$ cat src/rtl/display_share_arbiter_if.sv
// display_share_arbiter_if: requester inputs and granted-word outputs of the display arbiter
interface display_share_arbiter_if #(parameter int N = 4);
  logic tick;
  logic next;
  logic freeze;
  logic [N-1:0] req;
  logic [16*N-1:0] data;
  logic [N-1:0] gnt;
  logic [2:0] gnt_id;
  logic valid;
  logic [15:0] q;
  modport master(output tick, next, freeze, req, data, input gnt, gnt_id, valid, q);
  modport slave(input tick, next, freeze, req, data, output gnt, gnt_id, valid, q);
endinterface

$ cat src/rtl/display_share_arbiter.sv
// display_share_arbiter: round-robin share of the seven-segment word between N requesters,
// advancing after DWELL ticks, on a manual next pulse, or when the holder drops its request.
module display_share_arbiter #(
  parameter int N = 4,
  parameter int DWELL = 8
) (
  input logic clk,
  input logic rst,
  display_share_arbiter_if.slave bus
);
  typedef enum logic {IDLE, SHOW} state_t;
  state_t state, state_n;
  logic [N-1:0] gnt_n;
  logic [2:0] gnt_id_n, last, last_n, pick;
  logic valid_n, found, run, rearb;
  logic [15:0] q_n;
  logic [7:0] dwell, dwell_n;
  logic [7:0] req_x;
  logic [127:0] data_x;
  assign req_x = 8'(bus.req);
  assign data_x = 128'(bus.data);
  // Lowest offset after the last grant wins; the holder itself is reached last.
  always_comb begin
    found = 1'b0;
    pick = last;
    for (int k = N; k >= 1; k--)
      if (req_x[3'((int'(last) + k) % N)]) begin
        found = 1'b1;
        pick = 3'((int'(last) + k) % N);
      end
  end
  assign run = bus.tick & ~bus.freeze;
  assign rearb = (run && dwell == 8'(DWELL - 1)) || (bus.next && !bus.freeze) || !req_x[bus.gnt_id];
  always_comb begin
    state_n = state;
    gnt_n = bus.gnt;
    gnt_id_n = bus.gnt_id;
    valid_n = bus.valid;
    q_n = bus.q;
    dwell_n = dwell;
    last_n = last;
    if (state == SHOW) begin
      q_n = data_x[{bus.gnt_id, 4'b0000} +: 16];
      dwell_n = run ? dwell + 8'd1 : dwell;
    end
    if ((state == IDLE || rearb) && found) begin
      state_n = SHOW;
      gnt_n = N'(1) << pick;
      gnt_id_n = pick;
      valid_n = 1'b1;
      q_n = data_x[{pick, 4'b0000} +: 16];
      dwell_n = 8'd0;
      last_n = pick;
    end else if (state == SHOW && rearb) begin
      state_n = IDLE;
      gnt_n = '0;
      valid_n = 1'b0;
      q_n = bus.q;
    end
  end
  always_ff @(posedge clk or negedge rst) begin
    if (!rst) begin
      state <= IDLE;
      bus.gnt <= '0;
      bus.gnt_id <= 3'd0;
      bus.valid <= 1'b0;
      bus.q <= 16'h0000;
      dwell <= 8'd0;
      last <= 3'(N - 1);
    end else begin
      state <= state_n;
      bus.gnt <= gnt_n;
      bus.gnt_id <= gnt_id_n;
      bus.valid <= valid_n;
      bus.q <= q_n;
      dwell <= dwell_n;
      last <= last_n;
    end
  end
endmodule

$ cat src/flat_wrapper.sv
// flat-port wrapper written by rule: the top's interface ports become plain ports
module display_share_arbiter_flat 
#(
  parameter int N = 4,
  parameter int DWELL = 8
)
  (clk, rst, bus_tick, bus_next, bus_freeze, bus_req, bus_data, bus_gnt, bus_gnt_id, bus_valid, bus_q);
  display_share_arbiter_if #(.N(N)) bus_i ();
  input logic clk;
  input logic rst;
  input wire logic [$bits(bus_i.tick)-1:0] bus_tick;
  input wire logic [$bits(bus_i.next)-1:0] bus_next;
  input wire logic [$bits(bus_i.freeze)-1:0] bus_freeze;
  input wire logic [$bits(bus_i.req)-1:0] bus_req;
  input wire logic [$bits(bus_i.data)-1:0] bus_data;
  output wire logic [$bits(bus_i.gnt)-1:0] bus_gnt;
  output wire logic [$bits(bus_i.gnt_id)-1:0] bus_gnt_id;
  output wire logic [$bits(bus_i.valid)-1:0] bus_valid;
  output wire logic [$bits(bus_i.q)-1:0] bus_q;
  assign bus_i.tick = bus_tick;
  assign bus_i.next = bus_next;
  assign bus_i.freeze = bus_freeze;
  assign bus_i.req = bus_req;
  assign bus_i.data = bus_data;
  assign bus_gnt = bus_i.gnt;
  assign bus_gnt_id = bus_i.gnt_id;
  assign bus_valid = bus_i.valid;
  assign bus_q = bus_i.q;
  display_share_arbiter #(.N(N), .DWELL(DWELL)) u_core (.clk(clk), .rst(rst), .bus(bus_i));
endmodule
$ cat config.mk
export PLATFORM = sky130hd
export DESIGN_NAME = display_share_arbiter_flat
export DESIGN_NICKNAME = d
export VERILOG_FILES = /design/src/rtl/display_share_arbiter_if.sv /design/src/rtl/display_share_arbiter.sv /design/src/flat_wrapper.sv
export SDC_FILE = /design/constraint.sdc
export NUM_CORES = 1
export LEC_CHECK = 0
export ABC_CLOCK_PERIOD_IN_PS = 4330
export BUFFER_PORTS_ARGS = -buffer_cell sky130_fd_sc_hd__buf_4
export CAP_MARGIN = 20
export CORE_ASPECT_RATIO = 0.9
export CORE_MARGIN = 2
export CORE_UTILIZATION = 40
export DETAILED_ROUTE_END_ITERATION = 12
export PLACE_DENSITY = 0.7
export SLEW_MARGIN = 20
export SYNTH_ARGS = -nofsm -noshare
export SYNTH_HDL_FRONTEND = slang
export SYNTH_SLANG_ARGS = --single-unit
$ cat constraint.sdc
create_clock -name clk -period 4.33 [get_ports clk]
set_input_delay 0.2165 -clock clk [delete_from_list [all_inputs] [get_ports clk]]
set_output_delay 0.2165 -clock clk [all_outputs]
set_load 0.05 [all_outputs]
==> summary.txt, run 1 <==
Final layout
  – Nets: 451
  – Commonest cells after routing, fill and taps aside: 101 x buf_4, 32 x dfrtp_1, 27 x nor2_1
  – Synth-to-layout area growth: 32.8%
  – Post-layout util: 55.9%
  – Antenna cell count: 0
  – Layout cells sized above 1: 35.4%
  – Post-route cell area: 0.00347 mm2
  – Non-filler cells, final: 465
  – Most common cell after layout, fill and taps aside: buf_4
  – Register area: 853 um2
  – Fillcell total: 591
  – Area of the multi-input gates: 0.00156 mm2

Die
  – Ports: 97
  – Core ar.: 0.00622 mm2
  – Num rows: 27
  – Starting density of the core: 42.1%
  – Die Ht: 80.7 um
  – Die width: 89.2 um
  – Total die area: 0.00720 mm2

Detailed routing
  – Via density: 5.70
  – Vias: 2649
  – Routed Antenna Nets: 0
  – Drt wl/cell: 17.1 um
  – Drt drc: 0
  – Detailed Routing Iterations Pass 1: 5
  – 1st-iter DRT viols: 161
  – Drt total wl: 7.96 mm

Yosys
  – Yosys reg bits: 34
  – Register area share after synthesis: 32.6%
  – Synth Instances: 294
  – Yosys synthesis warning count: 0
  – Avg Inst Size Synth: 8.89 um2
  – Synth unique cells: 53
  – Net Count, Synth: 368
  – Netlist Area Pre-Place: 0.00262 mm2

GRT
  – First-pass GRT wire length: 12.4 mm
  – GRT Total Usage: 22.3%
  – Vias in the first global route: 2482
  – Remaining Overflow, GRT: 0
  – Initial antenna violation count: 0
  – Largest net degree at the start of global routing: 35

Placement
  – Post-Place Cells: 456
  – DP Area: 0.00335 mm2
  – Hpwl dp: 5.58 mm
  – RD Place Congestion: 0.842
  – Port Buffer Count: 96

Clock network
  – Clock transition at path regs: 80 ps
  – Worst-Skew Late Latency: 290 ps
  – Htree depth: 2
  – Postcts setup bufs: 0
  – Hold_buf cts: 1
  – Clock buffer depth: 2
  – Post-CTS Resized: 0
  – Clock root cell: clkbuf_8
  – CTS tree: yes
  – Num CTS Buffers: 5
  – CTS Sinks: 34

Timing
  – Hold WS: 165 ps
  – Fin. Hold Viols: 0
  – Setup total negative slack: 0 ps
  – Clock Skews: 8.64 ps
  – F_max: 353 MHz
  – RSZ-0062 raised after global routing: false
  – Slew headroom: 34.6%
  – Period minus WS final: 2830 ps
  – Measured slew at the worst slew-check pin: 981 ps
  – Endpoints failing setup: 0
  – Ratio of final minimum period to clock period: 65.4%
  – Slew Limit Fails: 0

Power and ir drop
  – Power per Cell Area: 709 mW/mm2
  – Peak VDD IR: 354 uV
  – Leak Pwr: 1.50 nW

Critical path
  – Critical-path maximum fanout: 25
  – Critical Path Start Type: flip-flop
  – Worst reg2reg setup slack: 1500 ps
  – Critical Path End Type: flip-flop
  – Worst EP arrival: 3010 ps
  – CP Class: flip-flop to flip-flop
  – CP Data Required Time: 4510 ps

Job
  – Max-cap violations: 0

Outcome
  – Outcome: completed

Worst hold path
  – Hold crit path type: input pin to flip-flop
==> cells by family after synthesis <==
| group | synth area share (%) |
|---|---|
| DFF | 32.6 |
| muxes | 2.97 |
| AOI/OAI and AO/OA | 32.8 |
| xor gates and xnor gates | 2.68 |
| adders and majority gates | 0.478 |
| buffers and inverters | 8.04 |
| and+or+nand+nor | 20.4 |
==> area by class of cell <==
class,instances,area share [%]
Clock buffer,5,1.98
Clock inverter,3,1.15
Inverter,19,2.05
Multi-Input combinational cell,215,45.0
Sequential cell,34,24.6
Tap cell,87,3.14
Timing Repair Buffer,102,22.1
==> power breakdown <==
| part | leakage (nW) | switching, mW | internal, mW |
|---|---|---|---|
| Clock | 0.0579 | 0.120 | 0.169 |
| Sequential | 0.407 | 0.121 | 0.441 |
| Combinational | 1.04 | 1.02 | 0.596 |
| Total | 1.50 | 1.26 | 1.21 |
==> registers in the layout (all words and copies together), names as in the netlist <==
| register | cells |
|---|---|
| u_core.last | 3 |
| u_core.bus.gnt_id | 2 |
| u_core.bus.q | 16 |
| u_core.bus.gnt | 4 |
| u_core.bus.valid | 1 |
| u_core.dwell | 8 |
==> routing by layer <==
layer | GRT usage (%) | share of wire [%] | routed length, um
met4 | 5.37 | 0.43 | 34
met3 | 3.19 | 5.0 | 396
met1 | 32.4 | 45 | 3580
met2 | 34.9 | 50 | 3940
met5 | 0 | 0 | 0
==> synthesized netlist by cell type (all sizes together) <==
| cell type | number | area, um2 |
|---|---|---|
| a211o | 1 | 8.76 |
| a211oi | 2 | 15.0 |
| a21o | 1 | 7.51 |
| a21oi | 23 | 115 |
| a221o | 1 | 10.0 |
| a221oi | 15 | 194 |
| a22o | 2 | 17.5 |
| a31oi | 1 | 21.3 |
| a32o | 15 | 150 |
| and2 | 3 | 18.8 |
| and3 | 3 | 18.8 |
| and4b | 1 | 13.8 |
| buf | 15 | 97.6 |
| clkbuf | 11 | 41.3 |
| dfrtp | 32 | 801 |
| dfstp | 2 | 52.6 |
| ha | 1 | 12.5 |
| inv | 19 | 71.3 |
| mux2 | 1 | 15.0 |
| mux2i | 4 | 40.0 |
| mux4 | 1 | 22.5 |
| nand2 | 9 | 33.8 |
| nand2b | 19 | 119 |
| nand3 | 1 | 5.00 |
| nand3b | 15 | 113 |
| nand4 | 4 | 25.0 |
| nand4b | 1 | 15.0 |
| nor2 | 28 | 113 |
| nor2b | 1 | 6.26 |
| nor3 | 2 | 10.0 |
| nor3b | 1 | 7.51 |
| nor4 | 1 | 6.26 |
| nor4b | 1 | 15.0 |
| o211ai | 16 | 120 |
| o21a | 4 | 30.0 |
| o21ai | 21 | 109 |
| o221ai | 1 | 8.76 |
| o22ai | 2 | 12.5 |
| o31ai | 2 | 28.8 |
| o32a | 1 | 10.0 |
| or2 | 1 | 6.26 |
| or4 | 1 | 7.51 |
| xnor2 | 1 | 8.76 |
| xor2 | 7 | 61.3 |
==> worst max-delay path: stages, from the launching register on <==
cell,delay [ps]
dfrtp_1,430
ha_1,240
nor4b_2,240
and3_1,300
nor2_4,170
o31ai_4,880
a221oi_1,230
a32o_1,260
==> worst paths after layout <==
path | endpoint | cells after the start | startpoint
max reg2reg | u_core.bus.q[3]$_DFFE_PN0P_ | 7 | u_core.dwell[0]$_DFFE_PN0P_
min reg2reg | u_core.bus.gnt[0]$_DFFE_PN0P_ | 2 | u_core.bus.gnt[0]$_DFFE_PN0P_
min | u_core.bus.q[0]$_DFFE_PN0P_ | 2 | bus_data[32]
min in group asynchronous | u_core.dwell[1]$_DFFE_PN0P_ | 2 | rst
max in group asynchronous | u_core.last[1]$_DFFE_PN1N_ | 2 | rst
max | u_core.bus.q[3]$_DFFE_PN0P_ | 7 | u_core.dwell[0]$_DFFE_PN0P_
==> metrics by stage <==
step | power, mW | setup slack [ps]
after floorplan | 1.75 | 1900
after global placement | 2.15 | 1580
after detailed placement | 2.17 | 1530
after CTS | 2.46 | 1530
after global routing | 2.62 | 1260
final | 2.46 | 1500
Note: power is estimated with default switching activity, not from simulation.
==> run 2: changes to the inputs <==
--- a/config.mk
+++ b/config.mk
@@ -5,14 +5,14 @@
 export SDC_FILE = /design/constraint.sdc
 export NUM_CORES = 1
 export LEC_CHECK = 0
-export ABC_CLOCK_PERIOD_IN_PS = 4330
+export ABC_CLOCK_PERIOD_IN_PS = 2600
 export BUFFER_PORTS_ARGS = -buffer_cell sky130_fd_sc_hd__buf_4
 export CAP_MARGIN = 20
 export CORE_ASPECT_RATIO = 0.9
 export CORE_MARGIN = 2
 export CORE_UTILIZATION = 40
 export DETAILED_ROUTE_END_ITERATION = 12
-export PLACE_DENSITY = 0.7
+export PLACE_DENSITY = 0.73
 export SLEW_MARGIN = 20
 export SYNTH_ARGS = -nofsm -noshare
 export SYNTH_HDL_FRONTEND = slang
==> constraint.sdc (replaced) <==
create_clock -name clk -period 2.6 [get_ports clk]
set_input_delay 0.13 -clock clk [delete_from_list [all_inputs] [get_ports clk]]
set_output_delay 0.13 -clock clk [all_outputs]
set_load 0.05 [all_outputs]
==> run 2 against run 1 <==
Net effect:
- first-iteration DRC count is 19% higher
- cell count is 2.6% higher
- count of clock-buffer cells in the layout is 2 higher
- worst hold slack worse by 81 ps
- utilization is 1.6 points higher
- global-route usage is 0.23 points higher
- total power is 71% higher
- clock skew is 2.3 ps lower
- clock power is 44% higher
- critical endpoint is now u_core.bus.q[1]$_DFFE_PN0P_
- largest cell class unchanged
==> summary.txt, run 2 (synthesis results as in run 1) <==
Final layout
  – Nets: 463 (+2.7%)
  – Antenna cell count: 0 (unchanged)
  – Synth-to-layout area growth: 36.5%
  – Most flops, register: u_core.bus.q
  – Area of the multi-input gates: 0.00156 mm2 (unchanged)
  – Layout cells sized above 1: 37.2% (+1.7 points)
  – Most common cell after layout, fill and taps aside: buf_4
  – Largest regs: u_core.bus.q x16, u_core.dwell x8, u_core.bus.gnt x4
  – Commonest cells after routing, fill and taps aside: 111 x buf_4, 32 x dfrtp_1, 27 x nor2_1
  – Max reg flops: 16 (unchanged)
  – Fillcell total: 580 (-1.9%)
  – Register area: 853 um2 (unchanged)

Die
  – Starting density of the core: 42.1% (unchanged)
  – Core ar.: 0.00622 mm2 (unchanged)
  – Num rows: 27 (unchanged)
  – Total die area: 0.00720 mm2 (unchanged)
  – Die width: 89.2 um (unchanged)
  – Ports: 97 (unchanged)
  – Die Ht: 80.7 um (unchanged)

Critical path
  – CP Class: flip-flop to flip-flop
  – Critical Path, Cell by Cell: ha_1, nor4b_2, and3_1, nor2_4, buf_4, mux2_4, a221oi_1, a32o_1
  – Slowest cell delay on critical path: 430 ps (-450 ps)
  – Critical-path maximum fanout: 15 (-40%)
  – Slowest stage cell on the critical path: mux2_4
  – Reg-to-reg critical path startpoint: u_core.dwell[0]$_DFFE_PN0P_
  – Critical Path Start Type: flip-flop
  – Critical Path Source: u_core.dwell[0]$_DFFE_PN0P_
  – Critical Path End Type: flip-flop
  – CP Data Required Time: 2830 ps (-1680 ps)
  – Worst EP arrival: 2680 ps (-330 ps)

Outcome
  – Outcome: completed

Clock network
  – CTS tree: yes
  – Htree depth: 2 (unchanged)
  – Post-CTS Resized: 0 (unchanged)
  – Num CTS Buffers: 5 (unchanged)
  – Worst-Skew Late Latency: 290 ps (about the same)
  – Clock buffer depth: 2 (unchanged)
  – Clock root cell: clkbuf_8
  – CTS Sinks: 34 (unchanged)
  – Clock transition at path regs: 70 ps (about the same)

Timing
  – Slew headroom: 56.2% (+22 points)
  – RSZ-0062 raised after global routing: false
  – Endpoints failing setup: 0 (unchanged)
  – Measured slew at the worst slew-check pin: 653 ps (-328 ps)
  – Slew Limit Fails: 0 (unchanged)
  – Ratio of final minimum period to clock period: 94.3% (+29 points)
  – Period minus WS final: 2450 ps (-380 ps)
  – F_max: 408 MHz (+15%)
  – Setup slack after layout: 148 ps (-1350 ps)
  – Fin. Hold Viols: 0 (unchanged)
  – Clock Skews: 6.33 ps (-2.30 ps)
  – Setup total negative slack: 0 ps (unchanged)

Detailed routing
  – Routed Antenna Nets: 0 (unchanged)
  – Vias: 2667 (+0.68%)
  – Drt total wl: 7.97 mm (+0.21%)
  – Detailed Routing Iterations Pass 1: 4 (-1)
  – 1st-iter DRT viols: 191 (+19%)
  – Via density: 5.59 (-1.9%)
  – Drt wl/cell: 16.7 um (-2.3%)
  – Drt drc: 0 (unchanged)

Placement
  – Port Buffer Count: 96 (unchanged)
  – Hpwl dp: 5.78 mm (+3.6%)
  – RD Place Congestion: 0.883 (+4.9%)
  – Pre-CTS setup slack: -93.8 ps (-1620 ps)

Worst hold path
  – Hold crit path type: input pin to flip-flop
  – Hold Crit Start: bus_data[35]

Power and ir drop
  – Peak VDD IR: 648 uV (+83%)
  – Pwr Total: 4.20 mW (+71%)
  – Leak Pwr: 1.56 nW (+3.8%)
  – Power per Cell Area: 1180 mW/mm2 (+66%)

GRT
  – GRT Total Usage: 22.5% (+0.23 points)
  – Largest net degree at the start of global routing: 35 (unchanged)
  – Remaining Overflow, GRT: 0 (unchanged)
  – First-pass GRT wire length: 12.7 mm (+1.7%)
  – Vias in the first global route: 2645 (+6.6%)
  – Initial antenna violation count: 0 (unchanged)

Job
  – Max-cap violations: 0 (unchanged)
==> run 2: layer usage <==
layer / up-vias / wire (um) / GRT usage [%] / part of all wire (%)
li1: 1286 / - / - / -
met3: 10 / 528 / 2.67 / 6.6
met5: - / 0 / 0 / 0
met4: 0 / 133 / 7.61 / 1.7
met1: 1277 / 3480 / 30.7 / 44
met2: 94 / 3830 / 36.9 / 48
==> run 2: timing repair <==
action                                 in CTS  in global routing
setup endpoints to repair                  15                  0
setup buffers                               2                  0
hold buffers                                1                  0
endpoints found under the hold margin      32                  0
==> run 2: final cells by class <==
| class | instances | share of cell area (%) |
|---|---|---|
| clock buffers | 7 | 2.42 |
| clock inverters | 1 | 0.140 |
| inverters | 19 | 2.00 |
| multi-input cells | 215 | 43.7 |
| flip-flops and latches | 34 | 23.9 |
| well taps | 87 | 3.05 |
| repair buffers | 114 | 24.7 |
==> run 2: worst paths after layout <==
path	depth (start not counted)	slack, ps	endpoint
max	8	150	u_core.bus.q[1]$_DFFE_PN0P_
min	2	80	u_core.bus.q[3]$_DFFE_PN0P_
max reg2reg	8	150	u_core.bus.q[1]$_DFFE_PN0P_
min reg2reg	1	510	u_core.bus.gnt[2]$_DFFE_PN0P_
max in group asynchronous	2	1910	u_core.last[0]$_DFFE_PN1N_
min in group asynchronous	2	340	u_core.bus.q[10]$_DFFE_PN0P_
==> run 2: worst max-delay path, delay by kind of cell, from the launching register on <==
family | cells | cell delay, ps
buffers and inverters | 1 | 220
muxes | 1 | 430
AOI/OAI and AO/OA | 2 | 490
and+or+nand+nor | 3 | 560
adders and majority gates | 1 | 260
DFF | 1 | 420
==> run 2: through the flow <==
stage          hold WS, ps  std cells  area (um2)  utilization, %
2_1_floorplan         -166        294        2620               -
3_3_place_gp           115        466        3450            55.6
3_5_place_dp           118        466        3450            55.6
4_1_cts               77.0        477        3570            57.4
5_1_grt               81.6        477        3570            57.4
6_report              83.9        477        3570            57.4
==> run 2: power by group <==
group	switching [mW]	total, mW	internal [mW]	leakage, nW
clock network	0.202	0.416	0.214	0.0482
logic	1.72	2.87	1.15	1.10
registers	0.182	0.916	0.734	0.407
total	2.11	4.20	2.10	1.56
==> run 3: changes to the inputs <==
--- a/config.mk
+++ b/config.mk
@@ -8,11 +8,12 @@
 export ABC_CLOCK_PERIOD_IN_PS = 2600
 export BUFFER_PORTS_ARGS = -buffer_cell sky130_fd_sc_hd__buf_4
 export CAP_MARGIN = 20
-export CORE_ASPECT_RATIO = 0.9
+export CELL_PAD_IN_SITES_DETAIL_PLACEMENT = 0
+export CELL_PAD_IN_SITES_GLOBAL_PLACEMENT = 1
 export CORE_MARGIN = 2
-export CORE_UTILIZATION = 40
+export CORE_UTILIZATION = 33
 export DETAILED_ROUTE_END_ITERATION = 12
-export PLACE_DENSITY = 0.73
+export PLACE_DENSITY = 0.8
 export SLEW_MARGIN = 20
 export SYNTH_ARGS = -nofsm -noshare
 export SYNTH_HDL_FRONTEND = slang
==> run 3 against run 2 <==
Net effect:
- cell area increased by 1.1%
- cell count increased by 3.8%
- largest power group unchanged
- setup slack improved by 27 ps
- critical endpoint unchanged
- sequential power about the same
- utilization decreased by 10 points
- die area increased by 20%
- largest cell class unchanged
- combinational power increased by 2%
==> summary.txt, run 3 (synthesis results as in run 1) <==
Outcome
  – Outcome: completed

Timing
  – Setup slack after layout: 176 ps (+27.3 ps)
  – F_max: 412 MHz (+1.1%)
  – Fin. Hold Viols: 0 (unchanged)
  – Clock Skews: 6.96 ps (+0.623 ps)
  – RSZ-0062 raised after global routing: false
  – Ratio of final minimum period to clock period: 93.2% (-1.0 points)
  – Measured slew at the worst slew-check pin: 667 ps (+13.9 ps)
  – Endpoints failing setup: 0 (unchanged)
  – Slew Limit Fails: 0 (unchanged)
  – Slew headroom: 55.5% (-0.67 points)
  – Period minus WS final: 2420 ps (-27.3 ps)

Placement
  – Post-Place Cells: 485 (+4.1%)
  – Hpwl dp: 6.15 mm (+6.4%)
  – RD Place Congestion: 0.836 (-5.3%)
  – Pre-CTS setup slack: -80.5 ps (+13.4 ps)
  – Port Buffer Count: 96 (unchanged)

Clock network
  – Num CTS Buffers: 5 (unchanged)
  – CTS tree: yes
  – Worst-Skew Late Latency: 290 ps (about the same)
  – Htree depth: 2 (unchanged)
  – Clock transition at path regs: 80 ps (about the same)
  – Clock root cell: clkbuf_8
  – Clock buffer depth: 2 (unchanged)
  – CTS Sinks: 34 (unchanged)

Final layout
  – Nets: 466 (+0.65%)
  – Non-filler cells, final: 495 (+3.8%)
  – Layout cells sized above 1: 37.9% (+0.73 points)
  – Most flops, register: u_core.bus.q
  – Synth-to-layout area growth: 38.0%
  – Antenna cell count: 0 (unchanged)
  – Commonest cells after routing, fill and taps aside: 113 x buf_4, 32 x dfrtp_1, 27 x nor2_1
  – Largest regs: u_core.bus.q x16, u_core.dwell x8, u_core.bus.gnt x4
  – Max reg flops: 16 (unchanged)
  – Fillcell total: 781 (+35%)
  – Most common cell after layout, fill and taps aside: buf_4

Die
  – Die width: 93.0 um (+4.2%)
  – Num rows: 32 (+19%)
  – Total die area: 0.00865 mm2 (+20%)
  – Core ar.: 0.00769 mm2 (+24%)
  – Ports: 97 (unchanged)
  – Starting density of the core: 34.0% (-8.1 points)
  – Die Ht: 93.0 um (+15%)

GRT
  – Largest net degree at the start of global routing: 35 (unchanged)
  – Vias in the first global route: 2613 (-1.2%)
  – Initial antenna violation count: 0 (unchanged)
  – Remaining Overflow, GRT: 0 (unchanged)
  – First-pass GRT wire length: 13.4 mm (+5.5%)
  – GRT Total Usage: 19.4% (-3.1 points)

Power and ir drop
  – Leak Pwr: 1.57 nW (+0.81%)
  – Power per Cell Area: 1180 mW/mm2 (-0.22%)
  – Peak VDD IR: 467 uV (-28%)

Critical path
  – Critical Path, Cell by Cell: ha_1, nor4b_2, and3_1, nor2_4, buf_6, mux2_4, a221oi_1, a32o_1
  – Slowest cell delay on critical path: 450 ps (+20 ps)
  – CP Class: flip-flop to flip-flop
  – Slowest stage cell on the critical path: mux2_4
  – Critical-path maximum fanout: 24 (+9)
  – Critical Path Start Type: flip-flop
  – Critical Path End Type: flip-flop
  – Worst EP arrival: 2660 ps (-20 ps)
  – CP Data Required Time: 2840 ps (about the same)
  – WP buf/inv: 1 (unchanged)
  – CP delay by family, top: simple AND/OR/NAND/NOR gates

Detailed routing
  – Drt total wl: 8.63 mm (+8.2%)
  – Detailed Routing Iterations Pass 1: 4 (unchanged)
  – Routed Antenna Nets: 0 (unchanged)
  – 1st-iter DRT viols: 123 (-36%)
  – Vias: 2717 (+1.9%)
  – Via density: 5.49 (-1.8%)
  – Drt drc: 0 (unchanged)
  – Drt wl/cell: 17.4 um (+4.2%)

Worst hold path
  – Hold crit path type: input pin to flip-flop

Job
  – Max-cap violations: 0 (unchanged)
## run 3: metal layers
metal / track usage [%] / part of all wire (%) / up-vias
li1: - / - / 1292
met1: 27.5 / 45 / 1321
met2: 30.6 / 48 / 96
met3: 3.46 / 5.9 / 8
met4: 5.39 / 1.2 / 0
met5: 0 / 0 / -
## run 3: worst register-to-register path: stages (launching register included)
cell and delay (ps):
dfrtp_1 420, ha_1 210, nor4b_2 170, and3_1 240, nor2_4 170, buf_6 250
mux2_4 450, a221oi_1 300, a32o_1 160
## run 3: repair_timing
item | CTS | global route
resized for setup | 0 | 2
setup endpoints to repair | 15 | 3
pin swaps | 1 | 0
buffers inserted | 1 | 0
hold buffers | 1 | 0
hold endpoints to repair | 32 | 0
## run 3: layout make-up
type / instances / area, um2 / share of cell area [%]
Inverter: 19 / 71.3 / 1.98
Multi-Input combinational cell: 215 / 1570 / 43.4
Sequential cell: 34 / 853 / 23.6
Clock buffer: 6 / 72.6 / 2.01
Clock inverter: 2 / 10.0 / 0.277
Tap cell: 102 / 128 / 3.54
Timing Repair Buffer: 117 / 910 / 25.2
## run 3: path summary, 6_finish.rpt
kind | cells after the start | to | slack, ps | startpoint
worst max-delay path | 8 | u_core.bus.q[1]$_DFFE_PN0P_ | 180 | u_core.dwell[1]$_DFFE_PN0P_
worst min-delay path | 2 | u_core.bus.q[2]$_DFFE_PN0P_ | 80 | bus_data[34]
worst max register to register | 8 | u_core.bus.q[1]$_DFFE_PN0P_ | 180 | u_core.dwell[1]$_DFFE_PN0P_
worst min register to register | 2 | u_core.bus.gnt[0]$_DFFE_PN0P_ | 520 | u_core.bus.gnt[0]$_DFFE_PN0P_
max in group asynchronous | 2 | u_core.last[0]$_DFFE_PN1N_ | 1920 | rst
min in group asynchronous | 2 | u_core.bus.q[0]$_DFFE_PN0P_ | 330 | rst
## run 3: metrics by stage
stage          utilization, %  hold WS, ps  setup TNS, ps  cell area, um2  total power, mW
2_1_floorplan               -         -166              0            2620             2.92
5_1_grt                  47.0         76.9              0            3610             4.49
3_3_place_gp             45.4          115              0            3490             3.75
6_report                 47.0         78.3              0            3610             4.24
4_1_cts                  46.9         75.6              0            3600             4.25
3_5_place_dp             45.4          117           -563            3490             3.80
## run 3: power breakdown
| part | switching, mW | internal, mW | leakage (nW) |
|---|---|---|---|
| clock | 0.213 | 0.186 | 0.0450 |
| combinational | 1.76 | 1.17 | 1.12 |
| sequential | 0.183 | 0.734 | 0.407 |
| total | 2.16 | 2.09 | 1.57 |
